[src/rtl/exp_alu_stage_if.sv]
// Exponent-stage bundle: micro-op handshake, register-file read/write paths and status flags.
// The stage connects through the slave modport; the sequencer/register-file side uses master.
interface exp_alu_stage_if #(
  parameter int REGISTER_WIDTH = 9
);
  logic                      uopValid_in;
  logic                      uopReady_out;
  logic [2:0]                uopOp_in;
  logic [2:0]                uopSelA_in;
  logic [2:0]                uopSelB_in;
  logic [1:0]                uopDest_in;
  logic [2:0]                readSelectA_out;
  logic [2:0]                readSelectB_out;
  logic [REGISTER_WIDTH-1:0] readResultA_in;
  logic [REGISTER_WIDTH-1:0] readResultB_in;
  logic                      writeEnableR0_out;
  logic                      writeEnableR1_out;
  logic [REGISTER_WIDTH-1:0] writeValueR0_out;
  logic [REGISTER_WIDTH-1:0] writeValueR1_out;
  logic                      resultValid_out;
  logic                      flagZero_out;
  logic                      flagNeg_out;
  logic                      flagCarry_out;
  logic                      busy_out;

  modport slave (
    input  uopValid_in, uopOp_in, uopSelA_in, uopSelB_in, uopDest_in,
    input  readResultA_in, readResultB_in,
    output uopReady_out, readSelectA_out, readSelectB_out,
    output writeEnableR0_out, writeEnableR1_out, writeValueR0_out, writeValueR1_out,
    output resultValid_out, flagZero_out, flagNeg_out, flagCarry_out, busy_out
  );

  modport master (
    output uopValid_in, uopOp_in, uopSelA_in, uopSelB_in, uopDest_in,
    output readResultA_in, readResultB_in,
    input  uopReady_out, readSelectA_out, readSelectB_out,
    input  writeEnableR0_out, writeEnableR1_out, writeValueR0_out, writeValueR1_out,
    input  resultValid_out, flagZero_out, flagNeg_out, flagCarry_out, busy_out
  );
endinterface

[src/rtl/exp_alu_stage.sv]
// Exponent-path execution stage: E1 latches operands, E2 registers the result, writeback and flags.
// A read-after-write interlock holds off micro-ops that read R0/R1 while a write to it is in flight.
module exp_alu_stage #(
  parameter int REGISTER_WIDTH = 9
) (
  input  logic           clk_in,
  input  logic           reset_n_in,
  exp_alu_stage_if.slave bus
);
  localparam int W = REGISTER_WIDTH;

  localparam logic [2:0] OP_ADD  = 3'b000;
  localparam logic [2:0] OP_SUB  = 3'b001;
  localparam logic [2:0] OP_PASS = 3'b010;
  localparam logic [2:0] OP_MAX  = 3'b011;
  localparam logic [2:0] OP_CMP  = 3'b100;
  localparam logic [2:0] OP_INC  = 3'b101;

  localparam logic [W:0] ONE_EXT = {{W{1'b0}}, 1'b1};

  logic         e1_valid_q;
  logic [2:0]   e1_op_q;
  logic [1:0]   e1_wr_q;
  logic [W-1:0] e1_a_q;
  logic [W-1:0] e1_b_q;

  logic         rv_q;
  logic         we0_q;
  logic         we1_q;
  logic [W-1:0] val_q;
  logic         zero_q;
  logic         neg_q;
  logic         carry_q;

  logic         op_writes;
  logic         accept;
  logic         pend_r0;
  logic         pend_r1;
  logic         hit_r0;
  logic         hit_r1;
  logic         e1_is_nop;
  logic [W:0]   a_ext;
  logic [W:0]   b_ext;
  logic [W:0]   res_d;
  logic         carry_d;

  // Only ops that really write a register count as hazards (CMP and NOP never write).
  assign op_writes = (bus.uopOp_in != OP_CMP) && (bus.uopOp_in[2:1] != 2'b11);
  assign pend_r0   = (e1_valid_q && e1_wr_q[0]) || we0_q;
  assign pend_r1   = (e1_valid_q && e1_wr_q[1]) || we1_q;
  assign hit_r0    = (bus.uopSelA_in == 3'b000) || (bus.uopSelB_in == 3'b000);
  assign hit_r1    = (bus.uopSelA_in == 3'b001) || (bus.uopSelB_in == 3'b001);

  assign bus.uopReady_out    = !((pend_r0 && hit_r0) || (pend_r1 && hit_r1));
  assign accept              = bus.uopValid_in && bus.uopReady_out;
  assign bus.readSelectA_out = bus.uopSelA_in;
  assign bus.readSelectB_out = bus.uopSelB_in;

  assign e1_is_nop = (e1_op_q[2:1] == 2'b11);
  assign a_ext     = {1'b0, e1_a_q};
  assign b_ext     = {1'b0, e1_b_q};

  always_comb begin
    res_d   = '0;
    carry_d = 1'b0;
    case (e1_op_q)
      OP_ADD: begin
        res_d   = a_ext + b_ext;
        carry_d = res_d[W];
      end
      OP_SUB, OP_CMP: begin
        res_d   = a_ext - b_ext;
        carry_d = res_d[W];
      end
      OP_PASS: res_d = a_ext;
      OP_MAX: begin
        carry_d = (e1_a_q < e1_b_q);
        res_d   = carry_d ? b_ext : a_ext;
      end
      OP_INC: begin
        res_d   = a_ext + ONE_EXT;
        carry_d = res_d[W];
      end
      default: ;
    endcase
  end

  always_ff @(posedge clk_in or negedge reset_n_in) begin
    if (!reset_n_in) begin
      e1_valid_q <= 1'b0;
      e1_op_q    <= '0;
      e1_wr_q    <= '0;
      e1_a_q     <= '0;
      e1_b_q     <= '0;
      rv_q       <= 1'b0;
      we0_q      <= 1'b0;
      we1_q      <= 1'b0;
      val_q      <= '0;
      zero_q     <= 1'b0;
      neg_q      <= 1'b0;
      carry_q    <= 1'b0;
    end else begin
      e1_valid_q <= accept;
      if (accept) begin
        e1_op_q <= bus.uopOp_in;
        e1_wr_q <= op_writes ? bus.uopDest_in : 2'b00;
        e1_a_q  <= bus.readResultA_in;
        e1_b_q  <= bus.readResultB_in;
      end
      rv_q  <= e1_valid_q;
      we0_q <= e1_valid_q && e1_wr_q[0];
      we1_q <= e1_valid_q && e1_wr_q[1];
      if (e1_valid_q && (e1_wr_q != 2'b00)) begin
        val_q <= res_d[W-1:0];
      end
      // Flags are sticky across NOPs and idle cycles.
      if (e1_valid_q && !e1_is_nop) begin
        zero_q  <= (res_d[W-1:0] == '0);
        neg_q   <= res_d[W-1];
        carry_q <= carry_d;
      end
    end
  end

  assign bus.writeEnableR0_out = we0_q;
  assign bus.writeEnableR1_out = we1_q;
  assign bus.writeValueR0_out  = val_q;
  assign bus.writeValueR1_out  = val_q;
  assign bus.resultValid_out   = rv_q;
  assign bus.flagZero_out      = zero_q;
  assign bus.flagNeg_out       = neg_q;
  assign bus.flagCarry_out     = carry_q;
  assign bus.busy_out          = e1_valid_q || rv_q;
endmodule

[src/flat_wrapper.sv]
// flat-port wrapper written by rule: the top's interface ports become plain ports
module exp_alu_stage_flat 
#(
  parameter int REGISTER_WIDTH = 9
)
  (clk_in, reset_n_in, bus_uopValid_in, bus_uopOp_in, bus_uopSelA_in, bus_uopSelB_in, bus_uopDest_in, bus_readResultA_in, bus_readResultB_in, bus_uopReady_out, bus_readSelectA_out, bus_readSelectB_out, bus_writeEnableR0_out, bus_writeEnableR1_out, bus_writeValueR0_out, bus_writeValueR1_out, bus_resultValid_out, bus_flagZero_out, bus_flagNeg_out, bus_flagCarry_out, bus_busy_out);
  exp_alu_stage_if #(.REGISTER_WIDTH(REGISTER_WIDTH)) bus_i ();
  input  logic clk_in;
  input  logic reset_n_in;
  input wire logic [$bits(bus_i.uopValid_in)-1:0] bus_uopValid_in;
  input wire logic [$bits(bus_i.uopOp_in)-1:0] bus_uopOp_in;
  input wire logic [$bits(bus_i.uopSelA_in)-1:0] bus_uopSelA_in;
  input wire logic [$bits(bus_i.uopSelB_in)-1:0] bus_uopSelB_in;
  input wire logic [$bits(bus_i.uopDest_in)-1:0] bus_uopDest_in;
  input wire logic [$bits(bus_i.readResultA_in)-1:0] bus_readResultA_in;
  input wire logic [$bits(bus_i.readResultB_in)-1:0] bus_readResultB_in;
  output wire logic [$bits(bus_i.uopReady_out)-1:0] bus_uopReady_out;
  output wire logic [$bits(bus_i.readSelectA_out)-1:0] bus_readSelectA_out;
  output wire logic [$bits(bus_i.readSelectB_out)-1:0] bus_readSelectB_out;
  output wire logic [$bits(bus_i.writeEnableR0_out)-1:0] bus_writeEnableR0_out;
  output wire logic [$bits(bus_i.writeEnableR1_out)-1:0] bus_writeEnableR1_out;
  output wire logic [$bits(bus_i.writeValueR0_out)-1:0] bus_writeValueR0_out;
  output wire logic [$bits(bus_i.writeValueR1_out)-1:0] bus_writeValueR1_out;
  output wire logic [$bits(bus_i.resultValid_out)-1:0] bus_resultValid_out;
  output wire logic [$bits(bus_i.flagZero_out)-1:0] bus_flagZero_out;
  output wire logic [$bits(bus_i.flagNeg_out)-1:0] bus_flagNeg_out;
  output wire logic [$bits(bus_i.flagCarry_out)-1:0] bus_flagCarry_out;
  output wire logic [$bits(bus_i.busy_out)-1:0] bus_busy_out;
  assign bus_i.uopValid_in = bus_uopValid_in;
  assign bus_i.uopOp_in = bus_uopOp_in;
  assign bus_i.uopSelA_in = bus_uopSelA_in;
  assign bus_i.uopSelB_in = bus_uopSelB_in;
  assign bus_i.uopDest_in = bus_uopDest_in;
  assign bus_i.readResultA_in = bus_readResultA_in;
  assign bus_i.readResultB_in = bus_readResultB_in;
  assign bus_uopReady_out = bus_i.uopReady_out;
  assign bus_readSelectA_out = bus_i.readSelectA_out;
  assign bus_readSelectB_out = bus_i.readSelectB_out;
  assign bus_writeEnableR0_out = bus_i.writeEnableR0_out;
  assign bus_writeEnableR1_out = bus_i.writeEnableR1_out;
  assign bus_writeValueR0_out = bus_i.writeValueR0_out;
  assign bus_writeValueR1_out = bus_i.writeValueR1_out;
  assign bus_resultValid_out = bus_i.resultValid_out;
  assign bus_flagZero_out = bus_i.flagZero_out;
  assign bus_flagNeg_out = bus_i.flagNeg_out;
  assign bus_flagCarry_out = bus_i.flagCarry_out;
  assign bus_busy_out = bus_i.busy_out;
  exp_alu_stage #(.REGISTER_WIDTH(REGISTER_WIDTH)) u_core (.clk_in(clk_in), .reset_n_in(reset_n_in), .bus(bus_i));
endmodule
[config.mk]
export PLATFORM = sky130hd
export DESIGN_NAME = exp_alu_stage_flat
export DESIGN_NICKNAME = d
export VERILOG_FILES = /design/src/rtl/exp_alu_stage_if.sv /design/src/rtl/exp_alu_stage.sv /design/src/flat_wrapper.sv
export SDC_FILE = /design/constraint.sdc
export NUM_CORES = 1
export LEC_CHECK = 0
export BUFFER_PORTS_ARGS = -buffer_cell sky130_fd_sc_hd__buf_2
export CAP_MARGIN = 10
export CORE_ASPECT_RATIO = 1.2
export CORE_MARGIN = 3
export CORE_UTILIZATION = 55
export DETAILED_ROUTE_END_ITERATION = 12
export PLACE_DENSITY = 0.81
export SYNTH_ARGS = -nofsm -noshare
export SYNTH_HDL_FRONTEND = slang
export SYNTH_SLANG_ARGS = --single-unit
[constraint.sdc]
create_clock -name clk_in -period 3 [get_ports clk_in]
set_input_delay 0.15 -clock clk_in [delete_from_list [all_inputs] [get_ports clk_in]]
set_output_delay 0.15 -clock clk_in [all_outputs]
set_load 0.05 [all_outputs]
==> results of run 1 <==
[kinds of logic after synthesis]
| family | count (synthesis) | share of synthesized area, % |
|---|---|---|
| muxes | 9 | 3.46 |
| buffers and inverters | 49 | 8.43 |
| and+or+nand+nor | 129 | 21.0 |
| xor gates and xnor gates | 11 | 3.25 |
| DFF | 39 | 32.9 |
| AOI/OAI and AO/OA | 91 | 21.6 |
| adders and majority gates | 21 | 9.36 |
[per-layer routing]
metal | GRT usage, % | part of all wire [%] | routed length, um
met4 | 7.21 | 1.7 | 125
met5 | 0 | 0 | 0
met1 | 30.5 | 43 | 3120
met3 | 2.90 | 6.8 | 496
met2 | 42.8 | 49 | 3550
[cell usage in the layout, fill, tap and decap left out, drive strengths merged, types with 2 or more instances in the layout]
cell type | synthesis | final
o21ai | 21 | 21
ha | 19 | 19
a31oi | 4 | 4
bufinv | 0 | 2
o221a | 2 | 2
a221oi | 6 | 6
fa | 2 | 2
xor2 | 4 | 4
o211ai | 5 | 5
nor3 | 8 | 8
mux2i | 2 | 2
mux2 | 7 | 7
o2111ai | 2 | 2
nand2b | 3 | 3
nand3 | 8 | 8
or2 | 4 | 4
nand4 | 2 | 2
inv | 17 | 17
o22ai | 2 | 2
nor2 | 25 | 25
a32o | 2 | 2
or3 | 4 | 4
nor2b | 9 | 9
and2 | 2 | 2
a21oi | 22 | 22
or4 | 3 | 3
and4 | 2 | 2
o21bai | 2 | 2
a211oi | 4 | 4
xnor2 | 7 | 7
buf | 22 | 78
o31ai | 3 | 3
clkbuf | 9 | 5
dfrtp | 39 | 39
a221o | 3 | 3
nand2 | 55 | 55
o221ai | 4 | 4
[through the flow]
stage	utilization, %	power [mW]	area [um^2]
2_1_floorplan	-	2.04	2970
3_3_place_gp	64.3	2.31	3260
3_5_place_dp	64.3	2.32	3260
4_1_cts	67.1	2.85	3410
5_1_grt	67.9	3.05	3450
6_report	67.9	2.88	3450
[flip-flops by register name (all words and copies together) (netlist names)]
register,flops
u_core.e1_valid_q,1
u_core.bus.flagCarry_out,1
u_core.e1_a_q,9
u_core.bus.flagZero_out,1
u_core.bus.flagNeg_out,1
u_core.bus.writeValueR0_out,9
u_core.e1_op_q,3
u_core.bus.resultValid_out,1
u_core.bus.writeEnableR1_out,1
u_core.bus.writeEnableR0_out,1
u_core.e1_wr_q,2
u_core.e1_b_q,9
[critical path, cell delays in order (launching register included)]
cell and delay [ns]:
dfrtp_1 0.42, ha_2 0.23, fa_1 0.40, nor2b_1 0.17, o311ai_1 0.34, buf_4 0.18
mux2_2 0.32, a211oi_1 0.27, o221a_2 0.24, and4b_1 0.18, a32o_1 0.15
[power by group]
part	total [mW]	internal, mW	switching, mW	leakage, nW
Combinational	1.60	0.496	1.11	1.10
Clock	0.528	0.332	0.196	0.0644
Sequential	0.748	0.646	0.102	0.474
Total	2.88	1.47	1.40	1.63
[area by class of cell]
| cell class | instances | area, um^2 |
|---|---|---|
| Clock buffer | 5 | 68.8 |
| Clock inverter | 3 | 67.6 |
| Fill cell | 450 | 1630 |
| Inverter | 18 | 67.6 |
| Multi-Input combinational cell | 261 | 1760 |
| Sequential cell | 39 | 976 |
| Tap cell | 60 | 75.1 |
| Timing Repair Buffer | 79 | 438 |
[what timing repair did]
item                                   in CTS  in global routing
setup endpoints to repair                   0                  2
hold buffers                                1                  0
endpoints found under the hold margin      39                  0
buffers inserted                            0                  3
gates resized for setup                     0                  4
[worst paths after layout]
kind	startpoint	to
max	u_core.e1_b_q[0]	u_core.bus.flagZero_out
min	bus_readResultA_in[1]	u_core.e1_a_q[1]
max reg2reg	u_core.e1_b_q[0]	u_core.bus.flagZero_out
min reg2reg	u_core.e1_wr_q[0]	u_core.e1_wr_q[0]
max in group asynchronous	reset_n_in	u_core.bus.writeValueR0_out[6]
min in group asynchronous	reset_n_in	u_core.e1_b_q[0]
==> reports/qor.yml, run 1 <==
status:
  status: "finished clean"
pwr:
  power.leakage_nw: 1.63
  max-vdd-ir-drop_mv: 0.421
  powerDensity_nw_per_um2: 834
yosys:
  synth.largest_area_cell: "dfrtp_1"
  ys_seq_elements: 39
  synth.most_common_cell: "nand2_1"
  synth_area_per_cell_um2: 8.50
  seq_area_frac_synth_pct: 32.9
  synth-main-ff-cell: "dfrtp_1"
  ys_warn_count: 0
  syn_area_um2: 2970
  ys_async_sr_fraction_pct: 100
  synth_edf_count: 0
  synth_cell_types: 61
  yosys-top-cells-area: "dfrtp_1 (33%), ha_1 (8.0%), nand2_1 (7.0%)"
  synth_top_area_share_pct: 32.9
  synth_cells: 349
  syn-num-nets: 402
  synth_common_cells: "nand2_1 (55), dfrtp_1 (39), nor2_1 (25), a21oi_1 (21), ha_1 (19)"
sta:
  layout_setup_ws_ns: 0.0288
  min_period_ns: 2.97
  worst_pin_slew_ns: 0.826
  hold_violations: 0
  slew_viol_final: 0
  setup_viol: 0
  setup_tns_ns: 0
  post-route-period-util_pct: 99.0
  rsz0062_at_grt: "false"
  clock.fmax_mhz: 337
  hold_ws_ns: 0.0343
  finalClockSkew_ns: 0.00875
  maxSlewHeadroom_pct: 45.0
route:
  drt_iter0_drc: 187
  wire_per_inst_um: 15.7
  drt_pass1_iterations: 5
  final_antenna_net_count: 0
  vias_per_cell: 5.84
  vias: 2714
  wirelength_mm: 7.29
  drc: 0
grt:
  grt_use_total_pct: 24.2
  grt_pass1_wl_mm: 12.0
  grt_pass1_vias: 2602
  grt-ovfl-total: 0
  antenna_found_initial: 0
  grt_max_degree: 40
floorplan:
  ioPinCount: 64
  design.die.area_um2: 6310
  core_area_um2: 5080
  fp-row-count: 28
  initial_core_util_pct: 58.4
  die_w_um: 73.0
  die_h_um: 86.5
hold_path:
  hold_path_depth: 3
  hold_class: "in -> reg"
cts:
  cts_buffer_depth: 2
  cts_sinks: 39
  clk_pin_slew_ns: 0.08
  ctsHtreeMaxLevel: 2
  clk_latency_ns: 0.30
  clockRootBuffer: "clkbuf_8"
  cts_buffers: 5
  cts_tree: "done"
critical_path:
  critPathLaunchType: "register"
  critPathArrivalTime_ns: 3.21
  reg2regPathDepth: 10
  cp-end-kind: "register"
  path_class: "reg -> reg"
  required_ns: 3.24
  rrSetupSlack_ns: 0.03
  timing.critical_path.fanout_max: 4
place:
  dp_cells: 453
  io_buffer_count: 63
  place_ws_ns: 0.115
  place.gp.congestion: 0.986
  dp_hpwl_mm: 5.62
cells_and_area:
  drive_gt1_share_pct: 26.2
  syn_to_final_growth_pct: 16.3
  final_cells: 465
  diodes: 0
  final_net_count: 457
flow_run:
  timing.max_cap.violations: 0
No activity file was read; power rests on OpenSTA's default activity.
==> run 2, diff against run 1 <==
CORE_UTILIZATION = 50   (was 55)
PLACE_DENSITY = 0.77   (was 0.81)
RECOVER_POWER = 25   (was not set)
clock period = 2.52 ns   (was 3 ns; I/O delays follow)
==> reports/qor.yml, run 2 (synthesis results as in run 1) <==
sta:
  hold_violations: 0  # unchanged
  slew_viol_final: 0  # unchanged
  post-route-period-util_pct: 107  # was 99.0%
  min_period_ns: 2.70  # was 2.97 ns
  setup_tns_ns: -0.457  # was 0 ns
  layout_setup_ws_ns: -0.181  # was 0.0288 ns
  setup_viol: 4  # was 0
  finalClockSkew_ns: 0.00725  # was 0.00875 ns
  hold_ws_ns: 0.0171  # was 0.0343 ns
  maxSlewHeadroom_pct: 45.4  # was 45.0%
  clock.fmax_mhz: 370  # was 337 MHz
  worst_pin_slew_ns: 0.820  # was 0.826 ns
  rsz0062_at_grt: "true"  # was false
grt:
  antenna_found_initial: 0  # unchanged
  grt_use_total_pct: 23.9  # was 24.2%
  grt_max_degree: 40  # unchanged
  grt_pass1_wl_mm: 13.5  # was 12.0 mm
  grt-ovfl-total: 0  # unchanged
  grt_pass1_vias: 2918  # was 2,602
critical_path:
  worstPathCellList: "ha_2 -> fa_2 -> nor2b_4 -> o311ai_4 -> a21oi_2 -> o41ai_2 -> xnor2_1 -> a221oi_4 -> a32o_1"  # was ha_2 -> fa_1 -> nor2b_1 -> o311ai_1 -> buf_4 -> mux2_2 -> a211oi_1 -> o221a_2 -> and4b_1 -> a32o_1
  required_ns: 2.75  # was 3.24 ns
  critPathLaunchType: "register"  # unchanged
  path_class: "reg -> reg"  # unchanged
  cpPeakStageDelay_ns: 0.45  # was 0.42 ns
  crit_slowest_cell: "dfrtp_1"  # unchanged
  timing.critical_path.fanout_max: 4  # unchanged
  cp-end-kind: "register"  # unchanged
  path_buf_inv: 0  # was 1
  crit_family: "compound AO/OA/AOI/OAI gates"  # unchanged
  critPathArrivalTime_ns: 2.93  # was 3.21 ns
status:
  violations: "negative setup slack"
  status: "complete, but fails checks"  # was finished clean
pwr:
  power_frac_comb_pct: 62.5  # was 55.7%
  p_seq_share_pct: 24.6  # was 26.0%
  power.leakage_nw: 1.77  # was 1.63 nW
  power_switching_mw: 1.81  # was 1.40 mW
  clkPwrFrac_pct: 12.8  # was 18.3%
  internal-power_mw: 1.81  # was 1.47 mW
  max-vdd-ir-drop_mv: 0.580  # was 0.421 mV
  switching_share_pct: 49.9  # was 48.8%
  powerDensity_nw_per_um2: 931  # was 834 nW/um^2
  total_power_mw: 3.62  # was 2.88 mW
cts:
  cts_sinks: 39  # unchanged
  clockRootBuffer: "clkbuf_8"  # unchanged
  clk_latency_ns: 0.30  # about the same
  ctsHtreeMaxLevel: 2  # unchanged
  clk_pin_slew_ns: 0.08  # about the same
  cts_buffers: 5  # unchanged
  cts_buffer_depth: 2  # unchanged
  cts_tree: "done"  # unchanged
cells_and_area:
  multiInputGateArea_um2: 1910  # was 1760 um^2
  post-route-util_pct: 68.1  # was 67.9%
  syn_to_final_growth_pct: 31.0  # was 16.3%
  fillers: 481  # was 450
  drive_gt1_share_pct: 32.3  # was 26.2%
  seq_area_um2: 976  # unchanged
  final_cells: 529  # was 465
  layout_commonest_cell: "buf_4"  # was buf_2
  finalInstanceArea_um2: 3880  # was 3450 um^2
  final_net_count: 501  # was 457
  diodes: 0  # unchanged
  final_cell_mix: "buf_4 (58), nand2_1 (55), buf_2 (40)"  # was buf_2 (63), nand2_1 (55), dfrtp_1 (39)
place:
  postPlaceCellArea_um2: 3640  # was 3260 um^2
  dp_hpwl_mm: 6.29  # was 5.62 mm
  place.gp.congestion: 0.998  # was 0.986
  io_buffer_count: 63  # unchanged
  place_ws_ns: -0.190  # was 0.115 ns
  dp_cells: 514  # was 453
floorplan:
  core_area_um2: 5710  # was 5080 um^2
  ioPinCount: 64  # unchanged
  initial_core_util_pct: 52.0  # was 58.4%
  die_h_um: 90.4  # was 86.5 um
  fp-row-count: 30  # was 28
  design.die.area_um2: 6900  # was 6310 um^2
  die_w_um: 76.3  # was 73.0 um
route:
  wire_per_inst_um: 15.8  # was 15.7 um
  final_antenna_net_count: 0  # unchanged
  drc: 0  # unchanged
  wirelength_mm: 8.36  # was 7.29 mm
  vias_per_cell: 5.66  # was 5.84
  drt_pass1_iterations: 5  # unchanged
  drt_iter0_drc: 225  # was 187
  vias: 2995  # was 2,714
hold_path:
  hold_class: "in -> reg"  # unchanged
flow_run:
  timing.max_cap.violations: 0  # unchanged
==> run 2: cell types whose count changed in the layout (fill, tap and decap cells not counted), sizes merged <==
cell	change
clkbuf	+27
buf	+20
bufinv	-2
clkinvlp	-1
==> run 2: routing by layer <==
layer	global-route usage [%]	wire, um
met1	27.8	3320
met2	43.5	4180
met5	0	0
met4	9.06	276
met3	3.99	583
==> run 2: worst register-to-register path, delay by kind of cell, from the launching register on <==
kind                       cells  cell delay [ns]
xor gates and xnor gates       1             0.18
and+or+nand+nor                1             0.14
DFF                            1             0.45
adders and majority gates      2             0.62
AOI/OAI and AO/OA              5             1.23
==> run 2: path summary, 6_finish.rpt <==
path | start | to | slack, ns | depth (start not counted)
worst max-delay path | u_core.e1_b_q[0] | u_core.bus.flagZero_out | -0.18 | 9
max in group asynchronous | reset_n_in | u_core.bus.writeValueR0_out[8] | 1.54 | 2
min in group asynchronous | reset_n_in | u_core.e1_a_q[2] | 0.46 | 2
worst min register to register | u_core.e1_wr_q[0] | u_core.e1_wr_q[0] | 0.49 | 2
worst min-delay path | bus_readResultA_in[3] | u_core.e1_a_q[3] | 0.02 | 3
worst max register to register | u_core.e1_b_q[0] | u_core.bus.flagZero_out | -0.18 | 9
==> run 2: what timing repair did <==
item / CTS / global route
setup buffers: 3 / 4
endpoints found under the hold margin: 39 / 0
hold buffers: 1 / 0
pin swaps: 6 / 4
endpoints found under the setup margin: 5 / 10
resized for setup: 6 / 17
==> run 2: power by group through the flow <==
stage | Sequential (mW) | Combinational [mW] | Clock (mW)
after floorplan | 1.22 | 1.24 | 0
after global placement | 0.889 | 2.08 | 0
after detailed placement | 0.899 | 2.11 | 0
after CTS | 0.886 | 2.16 | 0.470
after global routing | 0.920 | 2.42 | 0.499
final | 0.891 | 2.26 | 0.464
==> run 2: cell type report <==
class                   instances  share of cell area [%]
well taps                      80                    2.58
repair buffers                123                    18.9
multi-input cells             261                    49.0
flip-flops and latches         39                    25.1
inverters                      18                    1.74
clock buffers                   8                    2.58
==> run 3, diff against run 2 <==
CORE_UTILIZATION = 55   (was 50)
PLACE_DENSITY = 0.81   (was 0.77)
clock period = 2.6 ns   (was 2.52 ns; I/O delays follow)
==> reports/qor.yml, run 3 (synthesis results as in run 1) <==
cts:
  ctsHtreeMaxLevel: 2  # unchanged
  cts_tree: "done"  # unchanged
  clk_pin_slew_ns: 0.08  # about the same
  clockRootBuffer: "clkbuf_8"  # unchanged
  cts_sinks: 39  # unchanged
  cts_buffer_depth: 2  # unchanged
  cts_buffers: 5  # unchanged
  clk_latency_ns: 0.31  # was 0.30 ns
place:
  place_ws_ns: -0.181  # was -0.190 ns
  place.gp.congestion: 0.941  # was 0.998
  io_buffer_count: 63  # unchanged
  dp_hpwl_mm: 6.34  # was 6.29 mm
pwr:
  p_seq_share_pct: 23.4  # was 24.6%
  power_switching_mw: 1.78  # was 1.81 mW
  clkPwrFrac_pct: 16.5  # was 12.8%
  max-vdd-ir-drop_mv: 0.499  # was 0.580 mV
  switching_share_pct: 48.0  # was 49.9%
  powerDensity_nw_per_um2: 933  # was 931 nW/um^2
  internal-power_mw: 1.93  # was 1.81 mW
  total_power_mw: 3.71  # was 3.62 mW
  power.leakage_nw: 1.84  # was 1.77 nW
  power_frac_comb_pct: 60.0  # was 62.5%
cells_and_area:
  diodes: 0  # unchanged
  layout_commonest_cell: "buf_4"  # unchanged
  drive_gt1_share_pct: 35.0  # was 32.3%
  final_net_count: 509  # was 501
  syn_to_final_growth_pct: 34.1  # was 31.0%
  final_cell_mix: "buf_4 (66), nand2_1 (55), buf_2 (42)"  # was buf_4 (58), nand2_1 (55), buf_2 (40)
  fillers: 367  # was 481
critical_path:
  required_ns: 2.84  # was 2.75 ns
  critPathArrivalTime_ns: 3.03  # was 2.93 ns
  critPathMostFrequentCell: "inv_2"
  cpPeakStageDelay_ns: 0.43  # was 0.45 ns
  crit_slowest_cell: "dfrtp_1"  # unchanged
  crit_family: "compound AO/OA/AOI/OAI gates"  # unchanged
  reg2regPathDepth: 12  # was 9
  path_class: "reg -> reg"  # unchanged
  cp-end-kind: "register"  # unchanged
  path_buf_inv: 3  # was 0
  timing.critical_path.fanout_max: 5  # was 4
  worstSetupPathDepth: 12  # was 9
  critPathLaunchType: "register"  # unchanged
  worstPathCellList: "inv_2 -> ha_4 -> inv_2 -> fa_2 -> nand3_4 -> a211oi_4 -> nor3_2 -> and3_4 -> buf_6 -> a221o_1 -> a221oi_4 -> a32o_1"  # was ha_2 -> fa_2 -> nor2b_4 -> o311ai_4 -> a21oi_2 -> o41ai_2 -> xnor2_1 -> a221oi_4 -> a32o_1
grt:
  grt_max_degree: 40  # unchanged
  grt_use_total_pct: 27.2  # was 23.9%
  grt_pass1_wl_mm: 13.4  # was 13.5 mm
  grt-ovfl-total: 0  # unchanged
  grt_pass1_vias: 2901  # was 2,918
  antenna_found_initial: 0  # unchanged
hold_path:
  hold_path_depth: 3  # unchanged
  hold_class: "in -> reg"  # unchanged
sta:
  finalClockSkew_ns: 0.0108  # was 0.00725 ns
  hold_violations: 0  # unchanged
  maxSlewHeadroom_pct: 42.7  # was 45.4%
  clock.fmax_mhz: 359  # was 370 MHz
  layout_setup_ws_ns: -0.188  # was -0.181 ns
  hold_ws_ns: 0.00453  # was 0.0171 ns
  setup_viol: 3  # was 4
  worst_pin_slew_ns: 0.859  # was 0.820 ns
  rsz0062_at_grt: "true"  # unchanged
  slew_viol_final: 0  # unchanged
  post-route-period-util_pct: 107  # about the same
  min_period_ns: 2.79  # was 2.70 ns
floorplan:
  core_area_um2: 5080  # was 5710 um^2
  design.die.area_um2: 6310  # was 6900 um^2
  initial_core_util_pct: 58.4  # was 52.0%
  die_w_um: 73.0  # was 76.3 um
  ioPinCount: 64  # unchanged
  fp-row-count: 28  # was 30
  die_h_um: 86.5  # was 90.4 um
flow_run:
  timing.max_cap.violations: 0  # unchanged
status:
  status: "complete, but fails checks"  # unchanged
  violations: "negative setup slack"  # unchanged
route:
  wirelength_mm: 8.75  # was 8.36 mm
  vias: 3024  # was 2,995
  drt_iter0_drc: 262  # was 225
  final_antenna_net_count: 0  # unchanged
  vias_per_cell: 5.85  # was 5.66
  wire_per_inst_um: 16.9  # was 15.8 um
  drt_pass1_iterations: 5  # unchanged
  drc: 0  # unchanged
run 3: per-stage QoR:
step / utilization (%) / instances / area [um^2] / TNS, ns
3_5_place_dp: 70.7 / 496 / 3590 / -0.502
5_1_grt: 78.3 / 517 / 3980 / -0.784
3_3_place_gp: 70.7 / 496 / 3590 / -0.267
6_report: 78.3 / 517 / 3980 / -0.449
2_1_floorplan: - / 349 / 2970 / 0
4_1_cts: 75.3 / 509 / 3820 / -0.244
run 3: layout make-up:
| class | count | area [um^2] | area share (%) |
|---|---|---|---|
| multi-input cells | 261 | 1910 | 48.1 |
| flip-flops and latches | 39 | 978 | 24.6 |
| repair buffers | 131 | 806 | 20.3 |
| well taps | 60 | 75.1 | 1.89 |
| clock buffers | 5 | 68.8 | 1.73 |
| clock inverters | 3 | 67.6 | 1.70 |
| inverters | 18 | 67.6 | 1.70 |
run 3: final timing paths:
path,from,to,slack (ns)
max,u_core.e1_a_q[0],u_core.bus.flagZero_out,-0.19
min,bus_readResultA_in[3],u_core.e1_a_q[3],0.005
max reg2reg,u_core.e1_a_q[0],u_core.bus.flagZero_out,-0.19
min reg2reg,u_core.e1_wr_q[0],u_core.e1_wr_q[0],0.48
max in group asynchronous,reset_n_in,u_core.e1_b_q[0],1.52
min in group asynchronous,reset_n_in,u_core.e1_a_q[2],0.49
run 3: worst reg2reg max path, delay by kind of cell, from the launching register on:
family | cells | cell delay, ns
fa+ha+maj | 2 | 0.40
simple gates | 3 | 0.39
buf+inv | 3 | 0.26
compound gates | 4 | 1.22
flops | 1 | 0.43
run 3: routing by layer:
| metal | share of wire, % | vias to the layer above | GRT usage, % |
|---|---|---|---|
| met2 | 52 | 162 | 49.9 |
| met1 | 38 | 1402 | 32.0 |
| met5 | 0 | - | 0 |
| met3 | 7.8 | 19 | 4.52 |
| li1 | - | 1441 | - |
| met4 | 1.9 | 0 | 7.38 |
run 3: timing repair:
action                                 in CTS  in global routing
setup buffers                               4                  8
hold buffers                                1                  0
setup endpoints to repair                   4                 10
endpoints found under the hold margin      39                  0
gates resized for setup                    11                 24
pin swaps                                  11                 17
run 3: power groups by stage:
stage / registers (mW) / logic (mW) / clock network, mW
after floorplan: 1.18 / 1.17 / 0
after global placement: 0.865 / 2.01 / 0
after detailed placement: 0.874 / 2.03 / 0
after CTS: 0.862 / 2.09 / 0.613
after global routing: 0.891 / 2.37 / 0.647
final: 0.870 / 2.23 / 0.613
